**config.mk**
```make
export PLATFORM = sky130hd
export DESIGN_NAME = triad_decoder
export DESIGN_NICKNAME = d
export VERILOG_FILES = /design/src/rtl/triad_decoder.sv
export SDC_FILE = /design/constraint.sdc
export NUM_CORES = 1
export LEC_CHECK = 0
export ABC_AREA = 1
export CAP_MARGIN = 5
export CORE_MARGIN = 8
export CORE_UTILIZATION = 25
export DETAILED_ROUTE_END_ITERATION = 12
export GPL_ROUTABILITY_DRIVEN = 0
export HOLD_SLACK_MARGIN = 0.1
export PLACE_DENSITY = 0.53
export SLEW_MARGIN = 20
export SYNTH_ARGS = -nofsm -noshare
export SYNTH_HDL_FRONTEND = slang
export SYNTH_SLANG_ARGS = --single-unit
```
**constraint.sdc**
```tcl
create_clock -name clk -period 6.1 [get_ports clk]
set_clock_uncertainty 0.2 [all_clocks]
set_input_delay 1.525 -clock clk [delete_from_list [all_inputs] [get_ports clk]]
set_output_delay 1.525 -clock clk [all_outputs]
set_load 0.05 [all_outputs]
```
**src/rtl/triad_decoder.sv**
```systemverilog
// Per-distrip comparator triad deserializer producing a stretched halfstrip image,
// with saturating counts of decoded triads and of start bits dropped while holding.
module triad_decoder #(
    parameter int NDISTRIP = 8
) (
    input  logic                  clk,
    input  logic                  rst_n,
    input  logic [NDISTRIP-1:0]   triad_in,
    input  logic                  decode_en,
    input  logic [3:0]            persist,
    input  logic                  cnt_rst,
    output logic [4*NDISTRIP-1:0] halfstrips,
    output logic                  triad_strobe,
    output logic [31:0]           triad_cnt,
    output logic [31:0]           skip_cnt
);

    typedef enum logic [1:0] {
        S_IDLE = 2'd0,
        S_B1   = 2'd1,
        S_B2   = 2'd2,
        S_HOLD = 2'd3
    } state_t;

    localparam int CW = $clog2(NDISTRIP + 1);

    // Per-distrip FSM state, kept as named arrays so checkers can bind to them.
    state_t              state_q    [NDISTRIP];
    state_t              state_d    [NDISTRIP];
    logic [3:0]          hcnt_q     [NDISTRIP];
    logic [3:0]          hcnt_d     [NDISTRIP];
    logic [3:0]          hold_len_q [NDISTRIP];
    logic [3:0]          hold_len_d [NDISTRIP];
    logic [NDISTRIP-1:0] b1_q, b1_d;
    logic [NDISTRIP-1:0] capture, skip;
    logic [4*NDISTRIP-1:0] hs_d;
    logic [CW-1:0]       cap_n, skip_n;
    logic [32:0]         tc_sum, sk_sum;

    always_comb begin
        state_d    = state_q;
        hcnt_d     = hcnt_q;
        hold_len_d = hold_len_q;
        b1_d       = b1_q;
        hs_d       = halfstrips;
        capture    = '0;
        skip       = '0;
        for (int d = 0; d < NDISTRIP; d++) begin
            if (!decode_en) begin
                state_d[d]      = S_IDLE;
                hs_d[4*d +: 4]  = 4'b0000;
            end else begin
                case (state_q[d])
                    S_IDLE: if (triad_in[d]) state_d[d] = S_B1;
                    S_B1: begin
                        b1_d[d]    = triad_in[d];
                        state_d[d] = S_B2;
                    end
                    S_B2: begin
                        hs_d[4*d +: 4] = 4'b0001 << {b1_q[d], triad_in[d]};
                        hold_len_d[d]  = persist;
                        hcnt_d[d]      = 4'd0;
                        capture[d]     = 1'b1;
                        state_d[d]     = S_HOLD;
                    end
                    S_HOLD: begin
                        // Start bits seen while holding are dropped, exit edge included.
                        skip[d] = triad_in[d];
                        if (hcnt_q[d] == hold_len_q[d]) begin
                            hs_d[4*d +: 4] = 4'b0000;
                            state_d[d]     = S_IDLE;
                        end else begin
                            hcnt_d[d] = hcnt_q[d] + 4'd1;
                        end
                    end
                    default: state_d[d] = S_IDLE;
                endcase
            end
        end
    end

    assign cap_n  = CW'($countones(capture));
    assign skip_n = CW'($countones(skip));
    assign tc_sum = {1'b0, triad_cnt} + 33'(cap_n);
    assign sk_sum = {1'b0, skip_cnt} + 33'(skip_n);

    always_ff @(posedge clk or negedge rst_n) begin
        if (!rst_n) begin
            for (int d = 0; d < NDISTRIP; d++) begin
                state_q[d]    <= S_IDLE;
                hcnt_q[d]     <= 4'd0;
                hold_len_q[d] <= 4'd0;
            end
            b1_q         <= '0;
            halfstrips   <= '0;
            triad_strobe <= 1'b0;
            triad_cnt    <= 32'd0;
            skip_cnt     <= 32'd0;
        end else begin
            state_q      <= state_d;
            hcnt_q       <= hcnt_d;
            hold_len_q   <= hold_len_d;
            b1_q         <= b1_d;
            halfstrips   <= hs_d;
            triad_strobe <= |capture;
            if (cnt_rst) begin
                triad_cnt <= 32'd0;
                skip_cnt  <= 32'd0;
            end else begin
                triad_cnt <= tc_sum[32] ? 32'hFFFF_FFFF : tc_sum[31:0];
                skip_cnt  <= sk_sum[32] ? 32'hFFFF_FFFF : sk_sum[31:0];
            end
        end
    end

endmodule

```
== Word-level counts from Yosys, hierarchy flattened ==
Index checks and enable logic that the tools add are counted.

* ROM bits: 0
* Register bits after elaboration: 185
* Output and inout bits: 97
* Logic and storage cells: 304
* RAM bits: 0
* Memories: 0
* Input port bits: 16
* Latch bits: 0

* Magnitude comparators: 0
* Bitwise logic cells: 0
* Reductions and logical operators: 57
* Eq/ne operators: 64
* Multipliers: 0
* Mux-type cells: 108
* Add/sub/neg operators: 24
* Div/mod/pow operators: 0
* Shifts and indexed selects: 8

{| class="wikitable"
|+ Operators by type and width
! cell !! number
|-
| 32-bit two-way mux || 4
|-
| 4-bit one-hot mux with 2 select lines || 16
|-
| 4-bit two-way mux || 24
|-
| 32-bit by 4-bit adder with 33-bit output || 2
|-
| 2-bit one-hot mux with 4 select lines || 8
|-
| 2-bit AND reduction || 32
|-
| 2-bit two-way mux || 24
|-
| 3-bit inequality test (second input constant) || 16
|-
| 4-bit by 1-bit adder with 4-bit output (second input constant) || 8
|-
| 2-bit equality test (second input constant) || 16
|-
| 4-bit equality test || 8
|-
| 1-bit two-way mux || 32
|-
| 1-bit by 2-bit left shift with 4-bit output (first input constant) || 8
|-
| 3-bit by 1-bit inequality test with 1-bit output (second input constant) || 8
|-
| 3-bit AND reduction || 8
|-
| 1-bit by 1-bit adder with 2-bit output || 8
|-
| 2-bit by 1-bit equality test with 1-bit output (second input constant) || 8
|-
| 2-bit logical NOT || 8
|-
| 2-bit inequality test (second input constant) || 8
|-
| 2-bit nonzero test || 8
|-
| 2-bit by 2-bit adder with 3-bit output || 4
|-
| 3-bit by 3-bit adder with 4-bit output || 2
|-
| 8-bit OR reduction || 1
|}

== Longest topological paths before layout ==
Gate-level depths: netlist of run 1.

* Depth after elaboration: 9
* Gate-level depth with buffers: 21

== Worst setup path after synthesis of run 1 ==
Ideal clock, no wire load.

* Path kind: input-to-reg
* From: in decode_en
* To: reg skip_cnt[27]
* Data required time: 5,787 ps
* Library setup time: 113 ps
* Arrival time: 5,337 ps
* Stages on the path: 21
* Path slack: 450 ps
* Path buffers: 4
* Path through: buf_4 > buf_2 > buf_2 > nand2_1 > nor2_1 > fa_1 > inv_1 > fa_1 > inv_1 > fa_1 > fa_1 > fa_1 > nand2_1 > nand2_1 > nand3_2 > nor2_4 > nand3b_4 > buf_6 > nand3_1 > nand2_1 > inv_1

* Cells in the longest elaborated chain, start to end: 7

{| class="wikitable"
|+ Ends and longest elaborated chain
! what !! RTL line !! source
|-
| from (decl) || 9 || <nowiki>input logic decode_en,</nowiki>
|-
| 1-bit two-way mux || 49 || <nowiki>if (!decode_en) begin</nowiki>
|-
| 1-bit by 1-bit adder with 2-bit output (implied by the code) || 83 || <nowiki>assign skip_n = CW'($countones(skip));</nowiki>
|-
| 2-bit by 2-bit adder with 3-bit output (implied by the code) || 83 ||
|-
| 3-bit by 3-bit adder with 4-bit output (implied by the code) * || 83 ||
|-
| 32-bit by 4-bit adder with 33-bit output * || 85 || <nowiki>assign sk_sum = {1'b0, skip_cnt} + 33'(skip_n);</nowiki>
|-
| 32-bit two-way mux * || 111 || <nowiki>skip_cnt <= sk_sum[32] ? 32'hFFFF_FFFF : sk_sum[31:0];</nowiki>
|-
| 32-bit two-way mux * || 106 || <nowiki>if (cnt_rst) begin</nowiki>
|-
| to (signal assigned) || 111 ||
|-
| to (decl) || 15 || <nowiki>output logic [31:0] skip_cnt</nowiki>
|}

Mark *: on every way between the ends. The rest lies on a longest branch, timed or not.
A chain may end at the register's enable or synchronous reset.

== Final worst setup path of run 1 ==
* From: in triad_in[0]
* To: reg skip_cnt[26]

* Cells in the longest elaborated chain, start to end: 8

{| class="wikitable"
|+ Ends and longest elaborated chain
! what !! RTL line !! source
|-
| from (decl) || 8 || <nowiki>input logic [NDISTRIP-1:0] triad_in,</nowiki>
|-
| 1-bit two-way mux || 53 || <nowiki>case (state_q[d])</nowiki>
|-
| 1-bit two-way mux || 49 ||
|-
| 1-bit by 1-bit adder with 2-bit output (implied by the code) || 83 ||
|-
| 2-bit by 2-bit adder with 3-bit output (implied by the code) || 83 ||
|-
| 3-bit by 3-bit adder with 4-bit output (implied by the code) || 83 ||
|-
| 32-bit by 4-bit adder with 33-bit output || 85 ||
|-
| 32-bit two-way mux || 111 ||
|-
| 32-bit two-way mux || 106 ||
|}

Every way passes these cells.

==> results of run 1 <==
per-layer routing:
layer,GRT usage,vias to the layer above,part of all wire
li1,-,4760,-
met1,0.156,4455,0.47
met2,0.201,148,0.47
met3,0.0292,24,0.046
met4,0.0342,0,0.012
met5,0,-,0
area by class of cell:
type                            count  area (µm²)
Sequential cell                   185        4630
Clock inverter                     15         205
Tap cell                          592         741
Multi-Input combinational cell   1040        5650
Fill cell                        4759       30400
Timing Repair Buffer              126        1240
Clock buffer                       17         425
Inverter                          167         627
registers in the layout, indices dropped and copies added, names as in the netlist:
register	count
state_q	16
b1_q	8
hold_len_q	32
triad_cnt	32
halfstrips	32
triad_strobe	1
skip_cnt	32
hcnt_q	32
synth_stat cells, types with 2 or more instances:
cell / n / area (µm²)
nand2_1: 433 / 1630
buf_4: 3 / 22.5
nand4_1: 32 / 200
nand3_1: 112 / 561
nor3_1: 6 / 30.0
ha_1: 53 / 663
a21oi_1: 22 / 110
a21oi_2: 6 / 52.6
and2_1: 3 / 18.8
nand2_2: 8 / 50.1
xnor2_1: 28 / 245
fa_1: 10 / 200
o21ai_1: 4 / 20.0
buf_6: 4 / 45.0
nand3_2: 13 / 130
clkbuf_1: 5 / 18.8
o2111ai_1: 2 / 17.5
nor2_1: 112 / 420
xor2_1: 39 / 342
nor2_4: 5 / 56.3
inv_1: 166 / 623
dfrtp_1: 185 / 4630
nor2_2: 8 / 50.1
a31oi_1: 3 / 18.8
o21ai_0: 100 / 500
nand3_4: 2 / 35.0
buf_2: 10 / 50.1
and3_1: 2 / 12.5
nand3b_1: 18 / 135
or2_2: 10 / 62.6
o21a_1: 2 / 15.0
worst max-delay path: stages:
cell             delay, ns
clkdlybuf4s50_1       0.43
nand2_1               0.11
nor2_1                0.06
fa_1                  0.53
inv_1                 0.06
fa_1                  0.52
inv_1                 0.06
fa_1                  0.51
fa_1                  0.51
fa_1                  0.42
nand2_1               0.09
nand2_1               0.10
nand3_2               0.13
nor2_4                0.05
nand3b_4              0.26
nand3_1               0.12
nand2_1               0.08
inv_1                 0.06
worst max-delay path by stage:
stage                    to  slack (ns)  cells past startpoint
3_5_place_dp    skip_cnt[9]        0.12                     18
6_report       skip_cnt[26]        0.61                     18
2_1_floorplan  skip_cnt[27]        0.45                     21
5_1_grt        skip_cnt[15]        0.31                     18
3_3_place_gp    skip_cnt[9]        0.12                     18
4_1_cts        skip_cnt[26]        0.59                     18
power by group:
| part | leakage [nW] | total, mW | switching, mW | internal, mW |
|---|---|---|---|---|
| Combinational | 3.76 | 1.39 | 0.879 | 0.514 |
| Sequential | 2.48 | 1.74 | 0.239 | 1.50 |
| Clock | 0.310 | 1.21 | 0.582 | 0.633 |
| Total | 6.55 | 4.35 | 1.70 | 2.65 |
through the flow:
step	power, mW	cell area (µm²)	util	cells
2_1_floorplan	2.73	11100	-	1416
3_3_place_gp	3.15	12900	0.293	2110
3_5_place_dp	3.18	12900	0.293	2110
4_1_cts	4.43	13500	0.308	2142
5_1_grt	4.69	13500	0.308	2142
6_report	4.35	13500	0.308	2142
cell families (layout without fill, tap and decap cells):
| family | count (synthesis) | in the layout |
|---|---|---|
| simple gates | 768 | 768 |
| fa+ha+maj | 63 | 63 |
| flops | 185 | 185 |
| xor+xnor | 67 | 67 |
| buf+inv | 191 | 325 |
| compound gates | 142 | 142 |
==> PnR_summary.wiki, run 1 <==
{| class="wikitable"
! Metric !! Value
|-
| Number of post-CTS setup repair buffers || 0
|-
| Lkg Pwr || 6.55 nW
|-
| Kind of start point of the critical path || input port
|-
| Critical path class || input port to flip-flop
|-
| Sequential element share of the synthesized area || 0.419
|-
| Number of antenna violations at the first check in global routing || 0
|-
| Drt pass-1 iters || 5
|-
| Yosys cell types || 41
|-
| Minimum clock period || 5.49 ns
|-
| Largest voltage drop on the vdd net || 157 µV
|-
| Synthesis Warnings || 0
|-
| Worst-case hold path end point || halfstrips[20]
|-
| Share of the synthesized area in compound gates (AO/OA/AOI/OAI) || 0.0688
|-
| Critical Path Start || triad_in[0]
|-
| Flops & latches, synth || 185
|-
| Number of clock sinks || 185
|-
| TritonCTS clock tree || done
|-
| Total of hold buffers inserted after clock tree synthesis || 0
|-
| Most frequent cells in the layout || 433 x nand2_1, 185 x dfrtp_1, 166 x inv_1, 112 x nand3_1, 112 x nor2_1
|-
| Most used flip-flop cell after synthesis || dfrtp_1
|-
| Crit Reg-Reg Endpoint || triad_cnt[25]
|-
| Die Outline Area || 51200 µm²
|-
| Post-route clock period utilization || 0.900
|-
| Average wire length per cell after detail routing || 14.1 µm
|-
| Maximum number of pins on one net before global-route repair || 113
|-
| HP Start || halfstrips[20]
|-
| Data required time of the worst path || 6.25 ns
|-
| Post_cts resized || 0
|-
| Setup repair after global routing missed its margin || no
|-
| Clock Latency Late Sink || 0.45 ns
|-
| H-tree depth || 4
|-
| Max Transition Viols Final || 0
|-
| Slack of the critical path || 0.609 ns
|-
| Initial Util || 0.252
|-
| Worst hold margin || 0.275 ns
|-
| Reg2reg start || state_q[14]
|-
| Die span in y || 226 µm
|-
| Sum Neg Setup Slack || 0 ns
|-
| Final hold violations || 0
|-
| Final wirelength || 30100 µm
|-
| Post-route ant nets || 0
|-
| Cells after synthesis || 1416
|-
| Highest clock frequency the design can meet || 0.182 GHz
|-
| TritonCTS Buffers || 17
|-
| DR DRC count || 0
|-
| Share of synthesized area spent on multiplexers || 0
|-
| EDFF count, synth || 0
|-
| Share of cells above drive strength 1 || 0.0665
|-
| Number of DRC markers after the initial detailed-route iteration || 517
|-
| Die Wd || 226 µm
|-
| Via-to-Cell Ratio || 4.38
|-
| Number of cells traversed by the worst register-to-register path || 19
|-
| Max-slew headroom at the worst pin || 0.543
|-
| Root Buffer || clkbuf_16
|-
| Worst Tran Pin Value || 0.686 ns
|-
| Fraction of registers with async set/reset || 1.00
|-
| Adder-cell area share of the yosys netlist || 0.0781
|-
| Via count || 9387
|-
| Simple logic cell fraction of the synthesized area || 0.311
|-
| Floorplan row count || 77
|-
| P&R area growth vs syn || 22.3%
|-
| Bufs on Longest Clock Path || 2
|-
| Post-Synthesis Cell Area || 11100 µm²
|-
| Clock-pin slew on the worst setup and hold paths || 0.08 ns
|-
| Cells on Worst Hold Path || 2
|-
| Number of port buffers || 112
|-
| Net count of the mapped netlist || 1495
|-
| Floorplan core area || 43900 µm²
|-
| Kind of end point of the critical path || flip-flop
|-
| Diode insertion count for antenna repair || 0
|-
| Arrival time worst endpoint || 5.64 ns
|-
| Largest family of logic cells by synthesized area || simple AND/OR/NAND/NOR gates
|-
| Via count of the first global-routing pass || 9284
|-
| Max-capacitance violation count || 0
|-
| Place WS || 0.121 ns
|-
| Minimum setup slack among reg-to-reg paths || 1.21 ns
|-
| # IOs || 113
|-
| Synthesized area divided by synthesized cell count || 7.81 µm²
|-
| Most common cell after layout, fill and taps aside || nand2_1
|-
| Maximum fanout along the worst path || 22
|-
| Finish-stage setup viols || 0
|-
| HPWL after detailed placement || 22400 µm
|-
| Global-route wire length before repair || 50000 µm
|-
| Kind of path behind the tightest hold check || flip-flop to flip-flop
|-
| All-layer global routing usage || 0.121
|-
| XOR/XNOR Fraction of Synth Area || 0.0531
|-
| Pwr Density || 322 nW/µm²
|-
| Global-route congestion overflow total || 0
|-
| Nets || 1616
|-
| Outcome || completed
|}
Note: power is estimated with default switching activity, not from simulation.
==> run 2: changes to the inputs <==
- ABC_CLOCK_PERIOD_IN_PS: default -> 6100
- TNS_END_PERCENT: default -> 20
==> results of run 2 <==
Final layout, timing and power as in run 1 (identical DEF).
==> edit: new RTL, flow settings as in run 1 <==
Take the reset off `b1_q` and load it in a clocked block of its own.
--- a/src/rtl/triad_decoder.sv
+++ b/src/rtl/triad_decoder.sv
@@ -92,5 +92,4 @@
                 hold_len_q[d] <= 4'd0;
             end
-            b1_q         <= '0;
             halfstrips   <= '0;
             triad_strobe <= 1'b0;
@@ -101,5 +100,4 @@
             hcnt_q       <= hcnt_d;
             hold_len_q   <= hold_len_d;
-            b1_q         <= b1_d;
             halfstrips   <= hs_d;
             triad_strobe <= |capture;
@@ -114,4 +112,8 @@
     end
 
+    always_ff @(posedge clk) begin
+        b1_q <= b1_d;
+    end
+
 endmodule
 
Behaviour: no difference found for any inputs over 4 cycles, from zero or initial values and one cycle with rst_n low; that may be too few to reach the edited logic, so the function may still have changed.
==> edit against run 1 <==
Utilization shrank 0.24 points. Combinational power shrank 9%. Worst setup slack lost 0.051 ns. Critical path depth is the same. Final area shrank 0.57%. Non-clock buffer count shrank 4. Die area grew 0.23%. Total power shrank 6.6%. Critical endpoint is now skip_cnt[9]. Largest power group unchanged. Routed wire length shrank 2.4%. Sequential cell count is the same. Clock power shrank 8%. Area after synthesis grew 0.25%.
==> edit: results <==
group,metric,value,unit
finish,drive_gt1_share,6.56,%
setup_path,crit_slowest_cell,"fa_1",
logic_synthesis,synthesis.area,0.0111,mm2
sta,relSlewSlack,48.5,%
logic_synthesis,yosys_warnings,0,
worst_hold_path,worstHoldPathType,"reg -> reg",
setup_path,crit_fanout,23,
global_routing,grt_max_degree,100,
placed_design,dp_slack,0.0845,ns
route,first_pass_iters,5,
clocking,cts_resized,0,
route,viasPerCell,4.38,
logic_synthesis,synth_edf_count,8,
placed_design,numPortBuffers,112,
setup_path,cp_top_family,"adder cells",
logic_synthesis,synth_fp_nets,1489,
setup_path,cp-startpoint,"triad_in[0]",
global_routing,antenna_found_initial,0,
placed_design,dpl_cell_area,0.0129,mm2
logic_synthesis,ys.flop_type,"dfrtp_1",
global_routing,grt_usage,11.9,%
global_routing,grt_pass1_wl,48600,um
logic_synthesis,synth_common_cells,"nand2_1, dfrtp_1, inv_1",
setup_path,r2r_slack,1.27,ns
logic_synthesis,synthDistinctLibCells,43,
setup_path,r2r_start,"state_q[14]",
clocking,htree_levels,4,
setup_path,cpPeakStageDelay,0.55,ns
finish,nets,1606,
placed_design,hpwlAfterDp,21800,um
logic_synthesis,yosysSeqAreaShare,42.1,%
worst_hold_path,min-delay-start,"halfstrips[23]",
sta,holdWs,0.269,ns
setup_path,critPathArrivalTime,5.68,ns
global_routing,first_global_vias,9123,
route,drt_iter0_drc,541,
status,status,"complete, no violations",
logic_synthesis,synth_area_leaders,"dfrtp_1, nand2_1, ha_1",
logic_synthesis,async_reset_ff_share,95.7,%
route,drc,0,
clocking,clock_latency,0.45,ns
route,routed_wl,29400,um
clocking,path_clk_slew,0.07,ns
sta,report.final.slew_viol_count,0,
sta,period_minus_slack,5.54,ns
clocking,cts_max_path_buffers,2,
finish,diodes,0,
clocking,cts_buffers,17,
finish,n_fill_cell,4733,
power_and_ir_drop,ir_drop,0.179,mV
clocking,root_buffer,"clkbuf_16",
power_and_ir_drop,power_leakage,6.48,nW
clocking,cts_setup_buffers,0,
## edit: cell count changes in the layout (fill, tap and decap cells not counted), sizes merged, moves of 3 or more
cell,change
inv,+4
nand2,-3
clkinvlp,+3
edfxtp,+8
dfrtp,-8
o21ai,-3
buf,-3
nand3,-5
clkbuf,+3
## edit: where the power goes
part	total (mW)	leakage [nW]	internal (mW)	switching [mW]
Combinational	1.26	3.76	0.467	0.789
Sequential	1.69	2.45	1.48	0.211
Clock	1.11	0.268	0.583	0.530
Total	4.06	6.48	2.53	1.53
## edit: cells by family after synthesis
| logic type | count (synthesis) | share of synthesized area (%) |
|---|---|---|
| adders and majority gates | 63 | 7.79 |
| and+or+nand+nor | 758 | 30.7 |
| xor gates and xnor gates | 68 | 5.37 |
| DFF | 185 | 42.1 |
| buffers and inverters | 199 | 7.30 |
| AOI/OAI and AO/OA | 137 | 6.65 |
## edit: final timing paths
kind,cells past startpoint,endpoint
min,2,halfstrips[23]
min in group asynchronous,1,halfstrips[2]
max reg2reg,18,skip_cnt[9]
min reg2reg,2,halfstrips[23]
max in group asynchronous,2,triad_cnt[6]
max,18,skip_cnt[9]
## edit: worst min-delay path: cells and delay by family, from the launching register on
kind,cells,cell delay (ns)
and+or+nand+nor,2,0.09
DFF,1,0.34
## edit: per-stage QoR
stage,std cells,utilization [%]
3_5_place_dp,2100,29.2
3_3_place_gp,2100,29.2
4_1_cts,2132,30.5
2_1_floorplan,1410,-
6_report,2132,30.5
5_1_grt,2132,30.5
## edit: layer usage
metal	up-vias	GRT usage [%]	share of wire, %
li1	4722	-	-
met1	4399	15.6	48
met2	189	19.0	45
met3	22	3.60	6.3
met4	0	2.77	0.90
met5	-	0	0
## edit: final cells by class
class	instances	area, um2	area share [%]
clock buffer	21	450	3.35
clock inverter	11	115	0.856
inverter	175	657	4.89
multi-input combinational	1026	5600	41.7
sequential	185	4670	34.7
tap	592	741	5.51
timing repair buffer	122	1200	8.96
